[config.mk]
export PLATFORM = sky130hd
export DESIGN_NAME = instruction_fetch_stage
export DESIGN_NICKNAME = d
export VERILOG_FILES = /design/src/rtl/instruction_fetch_stage.sv
export SDC_FILE = /design/constraint.sdc
export NUM_CORES = 1
export LEC_CHECK = 0
export CAP_MARGIN = 20
export CELL_PAD_IN_SITES_DETAIL_PLACEMENT = 1
export CELL_PAD_IN_SITES_GLOBAL_PLACEMENT = 1
export CORE_AREA = 4 4 166 168
export CTS_BUF_LIST = sky130_fd_sc_hd__clkbuf_16
export DETAILED_ROUTE_END_ITERATION = 6
export DIE_AREA = 0 0 170 172
export HOLD_SLACK_MARGIN = 0.03
export PLACE_DENSITY = 0.87
export SETUP_SLACK_MARGIN = 0.02
export SYNTH_ARGS = -nofsm -noshare
export SYNTH_HDL_FRONTEND = slang
export SYNTH_SLANG_ARGS = --single-unit
[constraint.sdc]
create_clock -name clk -period 2.6 [get_ports clk]
set_clock_uncertainty 0.15 [all_clocks]
set_input_delay 0.39 -clock clk [delete_from_list [all_inputs] [get_ports clk]]
set_output_delay 0.39 -clock clk [all_outputs]
set_load 0.05 [all_outputs]
[src/rtl/instruction_fetch_stage.sv]
// ---------------------------------------------------------------------------
// instruction_fetch_stage
//   Instruction-fetch stage of the 5-stage pipeline. Owns the program counter,
//   presents it to the instruction memory, and captures the returned
//   instruction together with its PC into the IF/ID pipeline register.
//
// Parameters
//   PC_WIDTH  program-counter / address width in bits
//   RESET_PC  PC loaded on reset
//   PC_STEP   sequential PC increment in bytes
//
// Ports
//   clk               clock, rising edge
//   reset             synchronous active-high reset
//   stall             hazard-unit hold: PC and IF/ID freeze
//   branch_taken      redirect: PC loads branch_target, IF/ID is flushed
//   branch_target     redirect destination byte address (used unmasked)
//   inst_address      instruction-memory address, straight from the PC register
//   instruction_in    combinational instruction-memory read data
//   if_id_pc          PC of the instruction held in IF/ID
//   if_id_instruction instruction held in IF/ID (NOP when a bubble)
//   if_id_valid       IF/ID holds a real instruction
//   bubble_count      IF/ID bubble-cycle counter
//
// Build option
//   IF_BUBBLE_COUNT_EN  when defined, bubble_count counts redirect bubbles and
//                       stall cycles with an empty IF/ID, saturating. When
//                       undefined, bubble_count is tied to zero.
// ---------------------------------------------------------------------------
module instruction_fetch_stage #(
  parameter int unsigned           PC_WIDTH = 64,
  parameter logic [PC_WIDTH-1:0]   RESET_PC = '0,
  parameter int unsigned           PC_STEP  = 4
) (
  input  logic                clk,
  input  logic                reset,
  input  logic                stall,
  input  logic                branch_taken,
  input  logic [PC_WIDTH-1:0] branch_target,
  output logic [PC_WIDTH-1:0] inst_address,
  input  logic [31:0]         instruction_in,
  output logic [PC_WIDTH-1:0] if_id_pc,
  output logic [31:0]         if_id_instruction,
  output logic                if_id_valid,
  output logic [31:0]         bubble_count
);

  // add x0,x0,x0: a bubble always carries this so decode needs no valid gating
  localparam logic [31:0]         NOP_INSTR = 32'h00000033;
  localparam logic [PC_WIDTH-1:0] PC_INC    = PC_WIDTH'(PC_STEP);

  logic [PC_WIDTH-1:0] pc_p0;
  logic [PC_WIDTH-1:0] pc_p1;
  logic [31:0]         instr_p1;
  logic                vld_p1;

  // ---- stage p0: program counter ----
  // Priority: reset > redirect > stall > sequential. A redirect overrides a stall.
  always_ff @(posedge clk) begin
    if (reset) begin
      pc_p0 <= RESET_PC;
    end else if (branch_taken) begin
      pc_p0 <= branch_target;
    end else if (!stall) begin
      pc_p0 <= pc_p0 + PC_INC;
    end
  end

  assign inst_address = pc_p0;

  // ---- stage p1: IF/ID register ----
  always_ff @(posedge clk) begin
    if (reset) begin
      pc_p1    <= '0;
      instr_p1 <= NOP_INSTR;
      vld_p1   <= 1'b0;
    end else if (branch_taken) begin
      pc_p1    <= '0;
      instr_p1 <= NOP_INSTR;
      vld_p1   <= 1'b0;
    end else if (!stall) begin
      pc_p1    <= pc_p0;
      instr_p1 <= instruction_in;
      vld_p1   <= 1'b1;
    end
  end

  assign if_id_pc          = pc_p1;
  assign if_id_instruction = instr_p1;
  assign if_id_valid       = vld_p1;

`ifdef IF_BUBBLE_COUNT_EN
  function automatic logic [31:0] sat_inc(input logic [31:0] v);
    return (v == 32'hFFFF_FFFF) ? v : v + 32'd1;
  endfunction

  logic [31:0] bubble_cnt_p1;
  logic        bubble_evt;

  // A redirect loads a bubble; a stall with an empty IF/ID keeps one in place.
  // Both together still count as a single bubble cycle.
  assign bubble_evt = branch_taken | (stall & ~vld_p1);

  // ---- stage p1: bubble counter ----
  always_ff @(posedge clk) begin
    if (reset) begin
      bubble_cnt_p1 <= '0;
    end else if (bubble_evt) begin
      bubble_cnt_p1 <= sat_inc(bubble_cnt_p1);
    end
  end

  assign bubble_count = bubble_cnt_p1;
`else
  assign bubble_count = 32'h0;
`endif

endmodule

==> results of run 1 <==
-- area by class of cell --
| type | instances | area, µm² | area share |
|---|---|---|---|
| diodes | 2 | 5.00 | 0.000440 |
| multi-input cells | 603 | 3880 | 0.341 |
| well taps | 335 | 419 | 0.0368 |
| clock buffers | 17 | 425 | 0.0374 |
| flip-flops and latches | 161 | 3290 | 0.289 |
| repair buffers | 325 | 3130 | 0.275 |
| inverters | 14 | 52.6 | 0.00461 |
| clock inverters | 15 | 180 | 0.0158 |
-- path summary, 6_finish.rpt --
path	endpoint
worst max-delay path	inst_address[63]
worst min-delay path	if_id_instruction[5]
worst max register to register	inst_address[63]
worst min register to register	if_id_valid
-- worst reg2reg max path: stages, from the launching register on --
cell and delay [ps]:
dfxtp_4 370, nand4_2 170, buf_4 190, or3_4 380
or4_1 570, o21a_1 200, a2111oi_0 350
-- metrics by stage --
stage               worst slack (ps)   util
global placement                 109  0.415
floorplan                       22.0      -
finish                           100  0.439
detailed placement              35.0  0.415
CTS                             39.3  0.439
global route                    19.0  0.439
-- cell usage in the layout (no fill, tap or decap), types with 11 or more instances in the layout --
master	synthesis	final
clkdlybuf4s50_1	0	257
nor2_1	153	153
dfxtp_1	161	123
mux2i_1	99	99
buf_4	32	61
nand2_1	41	41
a211oi_1	37	37
conb_1	1	32
dfxtp_2	0	29
xnor2_1	28	28
nand3_1	23	23
nand4_1	20	20
nor4_1	19	19
clkbuf_16	0	17
nor3_1	15	14
and3_1	13	13
inv_1	13	13
and4_1	11	11
a21oi_1	11	11
-- state kept, by name (all words and copies together) (netlist names) --
register           flops
if_id_instruction     32
inst_address          64
if_id_valid            1
if_id_pc              64
-- logic make-up after synthesis --
group                    count (synthesis)  share of synthesized area
XOR/XNOR                                38                     0.0446
adder cells (fa/ha/maj)                  1                    0.00168
multiplexers                            99                      0.133
AO/OA/AOI/OAI                           86                     0.0852
flip-flops                             161                      0.432
buffers and inverters                  102                     0.0676
other                                    1                   0.000503
AND/OR/NAND/NOR                        347                      0.235
-- where the power goes --
part | total (mW) | internal [mW] | leakage, nW | switching, mW
Sequential | 2.67 | 2.58 | 1.33 | 0.0953
Combinational | 1.36 | 0.509 | 2.68 | 0.846
Clock | 2.67 | 1.53 | 0.295 | 1.14
-- metal layers --
layer,wire length [µm],GRT usage
met3,2090,0.0588
met2,14000,0.334
met4,494,0.0486
met5,7,0
met1,12300,0.234
-- synthesized netlist by cell type, types with 3 or more instances --
cell	instances	area share
dfxtp_1	161	0.43
and4_1	11	0.013
or4_1	11	0.011
buf_4	32	0.032
o21ai_0	6	0.0040
nor2_1	153	0.077
xnor2_1	28	0.033
buf_1	6	0.0030
a211oi_1	37	0.037
a311oi_1	11	0.013
nand3_1	23	0.015
a21oi_1	11	0.0074
nand2_1	41	0.021
and2_1	6	0.0050
nand3b_1	3	0.0030
nand4_1	20	0.017
nor3_1	15	0.010
inv_1	13	0.0065
a2111oi_0	8	0.0094
nor4_1	19	0.016
or3_1	10	0.0084
clkbuf_1	49	0.025
xor2_1	10	0.012
mux2i_1	99	0.13
and3_1	13	0.011
o31ai_1	6	0.0060
-- timing repair --
action | 4_1_cts | 5_1_grt
gates resized for setup | 3 | 5
endpoints found under the setup margin | 4 | 6
endpoints found under the hold margin | 0 | 0
==> flow_metrics.py, run 1 <==
metrics = {
    "sta": {
        "hold_violations": 0,
        "worstMarginPinSlew_ps": 727,
        "post-route-period-util": 0.961,
        "fin_setup_tns_ps": 0,
        "rsz0062_at_grt": "true",
        "fmax_ghz": 0.400,
        "min_period_ps": 2500,
        "worst_hold_slack_ps": 167,
        "slew_headroom": 0.515,
        "setup_viol": 0,
        "maxSlewViolCount": 0,
    },
    "synth": {
        "synth_edf_count": 0,
        "synth.avg_cell_area_um2": 8.93,
        "ys_seq_area_frac": 0.432,
        "netlist_instances": 835,
        "syn_area_um2": 7460,
        "synth-async-reset-ratio": 0,
        "synth_ff_type": "dfxtp_1",
        "yosys_register_bits": 161,
        "yosysWarnings": 0,
        "synth.distinct_cells": 51,
    },
    "pwr": {
        "p_leak_nw": 4.31,
        "p_per_area_nw_per_um2": 588,
        "ir_drop_mv": 0.323,
        "power.total_mw": 6.69,
    },
    "critical_path": {
        "worstSetupStartpointType": "register",
        "cp.depth": 6,
        "critPathLaunch": "inst_address[13]",
        "rr_worst_depth": 6,
        "worst-setup-path-type": "reg -> reg",
        "worstPathRequired_ps": 2760,
        "critPathTopFamily": "simple AND/OR/NAND/NOR gates",
        "cp_cell_sequence": "nand4_2 -> buf_4 -> or3_4 -> or4_1 -> o21a_1 -> a2111oi_0",
        "path_max_fanout": 7,
        "critPathMaxStageDelay_ps": 570,
        "cp_slowest_cell": "or4_1",
        "reg2reg_from": "inst_address[13]",
        "cp-end-kind": "register",
        "crit_buf_inv": 1,
        "cp.arrival_ps": 2660,
        "r2r_slack_ps": 100,
    },
    "hold_path": {
        "min_from": "branch_taken",
        "hold_path_class": "in -> reg",
        "min_path_cells": 3,
    },
    "placement": {
        "port_buffers": 260,
        "gp_congestion": 0.814,
        "place_inst": 1438,
        "hpwl_um": 21600,
        "placed_area_um2": 10700,
    },
    "clocking": {
        "clock_latency_ps": 430,
        "postCtsSetupRepairBufs": 0,
        "clock_path_buffers": 2,
        "cts_tree": "built",
        "path_clk_slew_ps": 70,
        "ctsRootBufferMaster": "clkbuf_16",
        "clock-sinks": 161,
        "h-tree-depth": 4,
        "cts_buffers": 17,
        "cts_hold_buf": 0,
    },
    "drt": {
        "ant_nets": 0,
        "drc": 0,
        "vias_per_cell": 4.95,
        "route.detailed.wl_per_inst_um": 19.7,
        "dr.pass1.iters": 4,
        "finalWirelength_um": 29000,
        "initialDrtViolationCount": 356,
        "num_vias": 7283,
    },
    "layout": {
        "final_area_um2": 11400,
        "fillers": 2945,
        "area_delta_synth_final_pct": 52.7,
        "drive_above_1_share": 0.139,
        "instances_no_fill": 1472,
        "fin_nets": 1223,
    },
    "grt": {
        "grt_max_degree": 100,
        "grt_pass1_wl_um": 44400,
        "overflow": 0,
        "grt_antenna_before_repair": 3,
        "grt_pass1_vias": 7704,
        "track_usage": 0.192,
    },
    "floorplan": {
        "die_area_um2": 29200,
        "rows": 59,
        "initial_core_util": 0.288,
        "chipHeight_um": 172,
        "ios": 293,
        "die_w_um": 170,
        "core_area_um2": 25900,
    },
    "outcome": {
        "status": "finished clean",
    },
    "run": {
        "max_cap_viol_count": 0,
    },
}
Power figures use the tool's default switching activity.
==> run 2, diff against run 1 <==
CTS_BUF_LIST = not set   (was sky130_fd_sc_hd__clkbuf_16)
==> run 2 against run 1 <==
Net effect:
- non-clock buffer count stayed put
- highest routed layer unchanged
- cell count did not move
- sequential share of layout area hardly changed
- critical path type unchanged
==> flow_metrics.py, run 2 (same netlist as run 1, synthesis figures left out) <==
metrics = {
    "outcome": {
        "status": "finished clean",
    },
    "critical_path": {
        "crit_path_frequent_cell": "or4_1",
        "cp-end-kind": "register",
        "timing.rr.end": "inst_address[58]",
        "cp.depth": 5,
        "path_max_fanout": 6,
        "critPathTopFamily": "simple AND/OR/NAND/NOR gates",
        "worstPathRequired_ps": 2790,
        "crit_buf_inv": 0,
        "worst-setup-path-type": "reg -> reg",
        "rr_worst_depth": 5,
        "r2r_slack_ps": 100,
        "critPathMaxStageDelay_ps": 530,
        "cp_cell_sequence": "nand4_2 -> or4_1 -> or4_4 -> or4_1 -> a311oi_2",
        "reg2reg_from": "inst_address[13]",
        "cp_slowest_cell": "or4_1",
        "worstSetupStartpointType": "register",
        "cp.arrival_ps": 2690,
    },
    "floorplan": {
        "ios": 293,
        "initial_core_util": 0.288,
        "core_area_um2": 25900,
        "die_area_um2": 29200,
        "die_w_um": 170,
        "chipHeight_um": 172,
        "rows": 59,
    },
    "hold_path": {
        "hold_path_class": "in -> reg",
        "min_path_cells": 3,
        "holdPathEnd": "if_id_instruction[5]",
        "min_from": "branch_taken",
    },
    "grt": {
        "grt_max_degree": 100,
        "grt_pass1_wl_um": 44400,
        "overflow": 0,
        "grt_antenna_before_repair": 3,
        "track_usage": 0.192,
        "grt_pass1_vias": 7730,
    },
    "pwr": {
        "p_per_area_nw_per_um2": 591,
        "power.total_mw": 6.74,
        "ir_drop_mv": 0.323,
        "p_leak_nw": 4.31,
    },
    "layout": {
        "layout_common_cells": "clkdlybuf4s50_1, nor2_1, dfxtp_1, mux2i_1, buf_4",
        "area_delta_synth_final_pct": 52.8,
        "fin_nets": 1223,
        "final_common_cell": "clkdlybuf4s50_1",
        "fin_util": 0.440,
        "drive_above_1_share": 0.140,
    },
    "sta": {
        "min_period_ps": 2500,
        "maxSlewViolCount": 0,
        "worstMarginPinSlew_ps": 723,
        "post-route-period-util": 0.960,
        "fmax_ghz": 0.401,
        "rsz0062_at_grt": "true",
        "setup_viol": 0,
        "fin_setup_tns_ps": 0,
        "hold_violations": 0,
        "slew_headroom": 0.518,
    },
    "drt": {
        "num_vias": 7345,
        "route.detailed.wl_per_inst_um": 19.7,
        "finalWirelength_um": 29100,
        "vias_per_cell": 4.99,
        "initialDrtViolationCount": 368,
        "ant_nets": 0,
        "dr.pass1.iters": 4,
        "drc": 0,
    },
    "placement": {
        "hpwl_um": 21600,
        "port_buffers": 260,
        "gp_congestion": 0.814,
    },
    "clocking": {
        "ctsRootBufferMaster": "clkbuf_16",
        "clock-sinks": 161,
        "cts_buffers": 17,
        "path_clk_slew_ps": 70,
        "cts_tree": "built",
        "clock_latency_ps": 430,
        "postCtsSetupRepairBufs": 0,
        "clock_path_buffers": 2,
        "cts_hold_buf": 0,
        "h-tree-depth": 4,
    },
    "run": {
        "max_cap_viol_count": 0,
    },
}
run 2: changes by cell type in the layout (fill, tap and decap cells not counted), sizes merged:
cell    delta
clkbuf     +1
clkinv     -1
run 2: what timing repair did:
action,4_1_cts,5_1_grt
endpoints found under the hold margin,0,0
setup endpoints to repair,4,6
resized for setup,3,5
pin swaps,0,0
run 2: report_power, final:
| part | switching (mW) | internal [mW] |
|---|---|---|
| registers | 0.0957 | 2.58 |
| logic | 0.846 | 0.509 |
| clock network | 1.15 | 1.56 |
run 2: layout make-up:
type,instances,area [µm²]
Antenna cell,2,5.00
Clock buffer,18,439
Clock inverter,14,176
Fill cell,2946,14500
Inverter,14,52.6
Multi-Input combinational cell,603,3880
Sequential cell,161,3290
Tap cell,335,419
Timing Repair Buffer,325,3130
run 2: per-layer routing:
| layer | share of wire | GRT usage |
|---|---|---|
| met5 | 0.00024 | 0 |
| met4 | 0.018 | 0.0507 |
| met3 | 0.078 | 0.0608 |
| met2 | 0.48 | 0.331 |
| met1 | 0.42 | 0.233 |
run 2: worst max-delay path by stage:
stage	start	to	slack, ps
3_3_place_gp	inst_address[11]	inst_address[58]	110
6_report	inst_address[13]	inst_address[58]	100
4_1_cts	inst_address[2]	inst_address[18]	40
3_5_place_dp	inst_address[11]	inst_address[33]	30
5_1_grt	inst_address[8]	inst_address[58]	20
2_1_floorplan	inst_address[32]	inst_address[62]	20
run 2: stage by stage:
| step | cell area (µm²) | hold slack [ps] | worst slack [ps] | std cells |
|---|---|---|---|---|
| 2_1_floorplan | 7640 | 365 | 22.0 | 866 |
| 3_3_place_gp | 10700 | 287 | 109 | 1438 |
| 3_5_place_dp | 10700 | 299 | 35.0 | 1438 |
| 4_1_cts | 11400 | 161 | 39.3 | 1470 |
| 5_1_grt | 11400 | 180 | 19.0 | 1472 |
| 6_report | 11400 | 167 | 103 | 1472 |
run 2: worst reg2reg max path: cells and delay by family (launching register included):
family          cells  cell delay (ps)
compound gates      1              240
simple gates        4             1650
flops               1              370
